[config.mk]
export PLATFORM = sky130hd
export DESIGN_NAME = pipo_load_arbiter
export DESIGN_NICKNAME = d
export VERILOG_FILES = /design/src/rtl/pipo_arb_pkg.sv /design/src/rtl/rr_pick.sv /design/src/rtl/pipo_load_arbiter.sv
export SDC_FILE = /design/constraint.sdc
export NUM_CORES = 1
export LEC_CHECK = 0
export CORE_MARGIN = 3
export CORE_UTILIZATION = 33
export CTS_CLUSTER_SIZE = 20
export DETAILED_ROUTE_END_ITERATION = 10
export PLACE_DENSITY = 0.68
export RECOVER_POWER = 100
export SLEW_MARGIN = 40
export SYNTH_ARGS = -nofsm -noshare
export SYNTH_HDL_FRONTEND = slang
export SYNTH_HIERARCHICAL = 1
export SYNTH_SLANG_ARGS = --single-unit
[constraint.sdc]
create_clock -name clk -period 6.3 [get_ports clk]
set_input_delay 1.575 -clock clk [delete_from_list [all_inputs] [get_ports clk]]
set_output_delay 1.575 -clock clk [all_outputs]
set_load 0.05 [all_outputs]
[src/rtl/pipo_arb_pkg.sv]
// rtl/pipo_arb_pkg.sv - shared types and constants for the PIPO load arbiter
package pipo_arb_pkg;

    typedef enum logic {
        IDLE = 1'b0,
        HOLD = 1'b1
    } state_t;

    localparam int DEF_N    = 4;
    localparam int DEF_W    = 4;
    localparam int DEF_HOLD = 2;

    function automatic int idx_width(input int n);
        return (n > 2) ? $clog2(n) : 1;
    endfunction

endpackage

[src/rtl/rr_pick.sv]
// rtl/rr_pick.sv - combinational round-robin picker starting the scan at ptr
module rr_pick
    import pipo_arb_pkg::*;
#(
    parameter int N  = DEF_N,
    parameter int IW = idx_width(DEF_N)
) (
    input  logic [N-1:0]  elig,
    input  logic [IW-1:0] ptr,
    output logic          found,
    output logic [IW-1:0] idx,
    output logic [N-1:0]  onehot
);

    logic [IW-1:0] k;

    always_comb begin
        found  = 1'b0;
        idx    = '0;
        onehot = '0;
        k      = '0;
        for (int off = 0; off < N; off++) begin
            k = IW'((int'(ptr) + off) % N);
            if (!found && elig[k]) begin
                found     = 1'b1;
                idx       = k;
                onehot[k] = 1'b1;
            end
        end
    end

endmodule

[src/rtl/pipo_load_arbiter.sv]
// rtl/pipo_load_arbiter.sv - round-robin load sequencer for a shared PIPO register
module pipo_load_arbiter
    import pipo_arb_pkg::*;
#(
    parameter int N    = DEF_N,
    parameter int W    = DEF_W,
    parameter int HOLD = DEF_HOLD
) (
    input  logic                       clk,
    input  logic                       rst_n,
    input  logic [N-1:0]               req,
    input  logic [N*W-1:0]             din,
    output logic [N-1:0]               ack,
    output logic [W-1:0]               po,
    output logic                       po_valid,
    output logic [idx_width(N)-1:0]    src,
    output logic                       busy
);

    localparam int IW = idx_width(N);
    localparam logic [3:0] HOLD_INIT = (HOLD > 0) ? 4'(HOLD - 1) : 4'd0;

    state_t        state, state_next;
    logic [3:0]    cnt, cnt_next;
    logic [IW-1:0] ptr, ptr_next;
    logic [N-1:0]  elig;
    logic          found;
    logic [IW-1:0] pick_idx;
    logic [N-1:0]  pick_oh;
    logic          load;
    logic [W-1:0]  word;

    // A requester being acknowledged right now must not win again this cycle.
    assign elig = req & ~ack;
    assign busy = (state == pipo_arb_pkg::HOLD);

    rr_pick #(
        .N  (N),
        .IW (IW)
    ) u_pick (
        .elig   (elig),
        .ptr    (ptr),
        .found  (found),
        .idx    (pick_idx),
        .onehot (pick_oh)
    );

    always_comb begin
        state_next = state;
        cnt_next   = cnt;
        ptr_next   = ptr;
        load       = 1'b0;
        word       = '0;
        for (int i = 0; i < N; i++) begin
            if (pick_oh[i]) word = din[i*W +: W];
        end
        if (state == pipo_arb_pkg::IDLE) begin
            if (found) begin
                load     = 1'b1;
                ptr_next = (int'(pick_idx) == N - 1) ? '0 : pick_idx + IW'(1);
                if (HOLD > 0) begin
                    state_next = pipo_arb_pkg::HOLD;
                    cnt_next   = HOLD_INIT;
                end
            end
        end else begin
            if (cnt == 4'd0) state_next = pipo_arb_pkg::IDLE;
            else             cnt_next   = cnt - 4'd1;
        end
    end

    always_ff @(posedge clk) begin
        if (!rst_n) begin
            state    <= pipo_arb_pkg::IDLE;
            cnt      <= 4'd0;
            ptr      <= '0;
            ack      <= '0;
            po       <= '0;
            po_valid <= 1'b0;
            src      <= '0;
        end else begin
            state <= state_next;
            cnt   <= cnt_next;
            ptr   <= ptr_next;
            ack   <= load ? pick_oh : '0;
            if (load) begin
                po       <= word;
                src      <= pick_idx;
                po_valid <= 1'b1;
            end
        end
    end

endmodule
==> metrics.txt, run 1 <==
status=completed; fmax=208.7 MHz; Synthesis Warnings=6; Mapped Nets=168; Slew Limit Fails=0; Combinational Power Share=0.634; cell family with most CP delay=simple AND/OR/NAND/NOR gates; Final setup viols=0; final instance area=1643 µm²; P&R area growth vs syn=30.00%; Net Sw Frac=0.4915; grt total ovfl=0; Max-cap violations=0; Syn Area/Cell=9.091 µm²; Clk Latency, worst-skew pair=0.25 ns; WL final=3274 µm; PortBufs=33; register area share after synthesis=0.2851; global-route wire length before repair=5485 µm; 1st-pass router iterations=4; Nets=198; maximum VDD drop=0.1832 mV; Synth cell types=39; sw power=0.3709 mW; Setup crit start=req[2]; cell count of the worst reg-to-reg path=9; Final Hold Vio Count=0; Cells after Synth=139; fin crit share=0.7606; worst-margin pin slew=0.9213 ns; vias after detailed routing=1204; # clock sinks=18; clk_skew=0.002594 ns; crit-path max cell delay=0.88 ns; RSZ-0062 raised after global routing=false; R2R Path End=po[2]$_SDFFE_PN0P_; critical path, cell by cell=dlygate4sd3_1, nor2b_1, mux4_1, nor4b_1, a22oi_1, o21ai_0, nand4bb_1, o211ai_1, a31oi_1; drt via density=5.626; DRT iter0 DRCs=94; Reg clk slew, reported paths=0.07 ns; share of post-route cells with drive strength above 1=0.04762; Seq cells post-synth=18; Ports=34; setup TNS=0 ns; H-tree depth=1; vias in the first global route=1196; site row count=21; core area=3521 µm²; All-Layer GR Usage=0.1568; largest net degree at the start of global routing=22; Num CTS Buffers=3; CTS Hold Bufs=0; power per cell area=459.4 nW/µm²; total leakage power=0.6249 nW; relative slew slack=0.3772; Placed Area=1603 µm²; # resized after CTS=0; Final Power=0.7546 mW; post-route ant nets=0; CP endpoint kind=flip-flop; post-synth top area cell=dfxtp_1; antenna violations before repair=0; main area contributors after synthesis=dfxtp_1 29%, ha_1 6.9%, a22oi_1 6.5%, mux4_1 6.2%, nand2_1 4.2%; CP arrival=4.92 ns; worst-path fanout max=13; most frequent cells in the layout=20 x clkdlybuf4s50_1, 18 x dfxtp_1, 14 x nand2_1; die height=67.88 µm; CTS tree=done; internal power=0.3838 mW; R2R Setup Slk=2.63 ns; initial core utilization=0.3589; CP Class=in2reg; min Tclk post-route=4.791 ns; cell area after synthesis=1264 µm²; Placer Congestion=0.8419; Worst Setup Start Kind=input port; # Post-CTS Setup Buffers=0; Die Wd=67.88 µm; commonest non-fill, non-tap cell in the layout=clkdlybuf4s50_1; worst path required time=6.43 ns; diode count=0; sequential share of power=0.241; die area=4608 µm²; CP max stage cell=nor4b_1; share of the synthesized area in the top cell type=0.2851; worst setup path end=po[2]$_SDFFE_PN0P_; HPWL Detailed=2462 µm; Worst Hold Class=reg2reg; clk buf depth=2; launch point of the worst reg-to-reg path=ptr[0]$_SDFFE_PN0P_; Remaining DRCs=0; WP depth=9; Root Driver=clkbuf_8; Clock power frac=0.125; WP buf/inv=1; drt wl/cell=15.30 µm
-- layer usage --
metal | global-route usage | up-vias | part of all wire
met5 | 0 | - | 0
met4 | 0.07196 | 0 | 0.027
met3 | 0.02463 | 8 | 0.050
met2 | 0.2746 | 44 | 0.48
met1 | 0.1871 | 571 | 0.44
li1 | - | 581 | -
-- registers in the layout, summed over array words and instances, names as in the netlist --
signal and flops:
busy 1, po_valid 1, ack 4, src 2, ptr 2, cnt 4, po 4
-- power groups by stage --
stage          clock, mW  combinational [mW]  sequential (mW)
2_1_floorplan          0               0.302            0.256
3_3_place_gp           0               0.469            0.185
4_1_cts           0.0970               0.494            0.183
5_1_grt            0.101               0.527            0.188
3_5_place_dp           0               0.491            0.185
6_report          0.0942               0.479            0.182
-- how the worst min path moves through the flow --
stage                                       end                  start  slack (ns)  cells past startpoint
after floorplan             cnt[1]$_SDFFE_PN0P_    cnt[1]$_SDFFE_PN0P_        0.46                      2
after global placement    po_valid$_SDFFE_PN0P_  po_valid$_SDFFE_PN0P_        0.46                      1
after detailed placement  po_valid$_SDFFE_PN0P_  po_valid$_SDFFE_PN0P_        0.46                      1
after CTS                 po_valid$_SDFFE_PN0P_  po_valid$_SDFFE_PN0P_        0.48                      1
after global routing        src[1]$_SDFFE_PN0P_    src[1]$_SDFFE_PN0P_        0.50                      2
final                     po_valid$_SDFFE_PN0P_  po_valid$_SDFFE_PN0P_        0.47                      1
-- synth_stat cells --
master,instances
nand2_1,14
nand3_1,5
buf_4,1
or4b_1,1
a21boi_1,1
a21oi_1,2
a21boi_0,6
and2b_2,1
clkbuf_1,5
mux4_2,1
o21a_1,2
buf_6,2
o311ai_0,1
a22oi_1,11
nand4bb_1,3
dfxtp_1,18
mux2i_1,2
inv_1,6
o211ai_1,5
o31ai_1,1
o21ai_0,6
nand2b_1,4
and2b_1,1
nor2b_1,6
and3_1,4
a32o_1,1
nor4b_4,1
or3_1,2
a31oi_1,4
ha_1,7
nor2_1,3
mux2_2,2
nor3_1,1
mux4_1,3
or2b_1,1
nor4_1,1
nand4b_1,1
nand4_1,1
nor3b_1,2
-- per-stage QoR --
step	hold WS, ns	util	instances	setup WS [ns]
after global placement	0.4557	0.4552	210	1.946
after global routing	0.5039	0.4666	214	1.201
after detailed placement	0.4564	0.4552	210	1.848
after floorplan	0.4598	-	139	2.586
after CTS	0.4787	0.4709	214	2.105
final	0.4677	0.4666	214	1.509
-- cell families (layout without fill, tap and decap cells) --
family | Yosys count | count (layout) | synth area share
adder cells (fa/ha/maj) | 7 | 7 | 0.06930
flip-flops | 18 | 18 | 0.2852
AO/OA/AOI/OAI | 40 | 40 | 0.2208
AND/OR/NAND/NOR | 52 | 52 | 0.2544
buffers and inverters | 14 | 43 | 0.05644
multiplexers | 8 | 8 | 0.1139
-- final cells by class --
cell class / instances / area, µm²
fill: 353 / 1878
timing repair buffer: 33 / 330.3
tap: 46 / 57.56
inverter: 6 / 22.52
clock buffer: 4 / 55.05
sequential: 18 / 360.3
multi-input combinational: 107 / 817.0
(Power assumes the default switching activity.)
==> inputs of run 2 (changes only) <==
--- a/config.mk
+++ b/config.mk
@@ -9,7 +9,7 @@
 export CORE_UTILIZATION = 33
 export CTS_CLUSTER_SIZE = 20
 export DETAILED_ROUTE_END_ITERATION = 10
-export PLACE_DENSITY = 0.68
+export PLACE_DENSITY = 0.7
 export RECOVER_POWER = 100
 export SLEW_MARGIN = 40
 export SYNTH_ARGS = -nofsm -noshare
==> constraint.sdc (replaced) <==
create_clock -name clk -period 4.15 [get_ports clk]
set_input_delay 1.0375 -clock clk [delete_from_list [all_inputs] [get_ports clk]]
set_output_delay 1.0375 -clock clk [all_outputs]
set_load 0.05 [all_outputs]
==> metrics.txt, run 2 (synthesis gave the netlist of run 1 again) <==
HPWL Detailed=2384 µm; WP buf/inv=1; Clock power frac=0.120; met3 WL=233 µm; CP max stage cell=mux4_1; metal2 WL=1517 µm; vias in the first global route=1215; largest net degree at the start of global routing=22; fin crit share=0.9105; 1st-pass router iterations=4; final instance area=1664 µm²; Worst Setup Start Kind=input port; Reg clk slew, reported paths=0.07 ns; CTS Hold Bufs=0; fin cells=215; # resized after CTS=0; relative slew slack=0.4288; CP endpoint kind=flip-flop; Combinational Power Share=0.639; CTS tree=done; drt via density=5.586; global-route wire length before repair=5168 µm; Worst Hold Class=reg2reg; site row count=21; diode count=0; die area=4608 µm²; antenna violations before repair=0; Max-cap violations=0; CP arrival=3.95 ns; sequential share of power=0.241; worst-path fanout max=13; Setup crit start=req[2]; All-Layer GR Usage=0.1427; M1 wire length=1312 µm; DRT iter0 DRCs=88; top routing layer in use=met4; worst path required time=4.33 ns; initial core utilization=0.3589; crit-path max cell delay=0.74 ns; share of post-route cells with drive strength above 1=0.05325; worst-margin pin slew=0.8478 ns; post-route ant nets=0; CP Class=in2reg; # clock sinks=18; fmax=264.7 MHz; Nets=199; core area=3521 µm²; vias after detailed routing=1201; most frequent cells in the layout=20 x clkdlybuf4s50_1, 18 x dfxtp_1, 14 x nand2_1; Remaining DRCs=0; setup TNS=0 ns; grt total ovfl=0; Final setup viols=0; power per cell area=692.8 nW/µm²; Ports=34; DP Cell Count=211; Setup WS post-layout=0.3715 ns; WL final=3090 µm; clk buf depth=2; H-tree depth=1; commonest non-fill, non-tap cell in the layout=clkdlybuf4s50_1; Num CTS Buffers=3; sw power=0.5593 mW; # Post-CTS Setup Buffers=0; cell family with most CP delay=simple AND/OR/NAND/NOR gates; PortBufs=33; Hold Crit Start=po_valid$_SDFFE_PN0P_; critical path, cell by cell=dlygate4sd3_1, nor2b_1, mux4_1, nor4b_4, a22oi_1, o21ai_0, nor2b_1, a22oi_1, a31oi_1; internal power=0.5937 mW; maximum VDD drop=0.3825 mV; Root Driver=clkbuf_8; Die Wd=67.88 µm; total leakage power=0.6368 nW; Placer Congestion=0.7995; min Tclk post-route=3.778 ns; Slew Limit Fails=0; clk_skew=0.003027 ns; launch point of the worst reg-to-reg path=ptr[0]$_SDFFE_PN0P_; drt wl/cell=14.37 µm; pre-CTS WS=0.2535 ns; Largest regs=ack x4, cnt x4, po x4; Clk Latency, worst-skew pair=0.24 ns; Final Hold Vio Count=0; Placed Area=1610 µm²; status=completed; die height=67.88 µm; Final Power=1.153 mW; P&R area growth vs syn=31.68%; RSZ-0062 raised after global routing=false; Net Sw Frac=0.4851
[run 2: cell count changes in the layout (fill, tap and decap cells not counted), sizes merged]
cell and delta:
buf +1
[run 2: power by group through the flow]
stage / Clock, mW / Sequential (mW) / Combinational, mW
floorplan: 0 / 0.388 / 0.459
global placement: 0 / 0.280 / 0.727
detailed placement: 0 / 0.283 / 0.747
CTS: 0.141 / 0.280 / 0.750
global route: 0.148 / 0.287 / 0.806
finish: 0.138 / 0.278 / 0.737
[run 2: area by class of cell]
| class | instances | area (µm²) |
|---|---|---|
| Clock buffer | 4 | 55.05 |
| Fill cell | 350 | 1857 |
| Inverter | 6 | 22.52 |
| Multi-Input combinational cell | 107 | 830.8 |
| Sequential cell | 18 | 360.3 |
| Tap cell | 46 | 57.56 |
| Timing Repair Buffer | 34 | 337.8 |
[run 2: per-stage QoR]
step	hold slack, ns	util
final	0.4654	0.4726
after global routing	0.4884	0.4726
after CTS	0.4751	0.4730
after detailed placement	0.4627	0.4574
after global placement	0.4558	0.4574
after floorplan	0.4598	-
[run 2: worst paths after layout]
check,to,slack [ns],cells after the start
setup reg to reg,po[3]$_SDFFE_PN0P_,0.88,9
hold reg to reg,po_valid$_SDFFE_PN0P_,0.47,1
hold / removal,po_valid$_SDFFE_PN0P_,0.47,1
setup / recovery,po[3]$_SDFFE_PN0P_,0.37,9
[run 2: per-layer routing]
layer | global-route usage | up-vias
met3 | 0.02463 | 4
met4 | 0.05459 | 0
met5 | 0 | -
met2 | 0.2442 | 48
li1 | - | 582
met1 | 0.1781 | 567
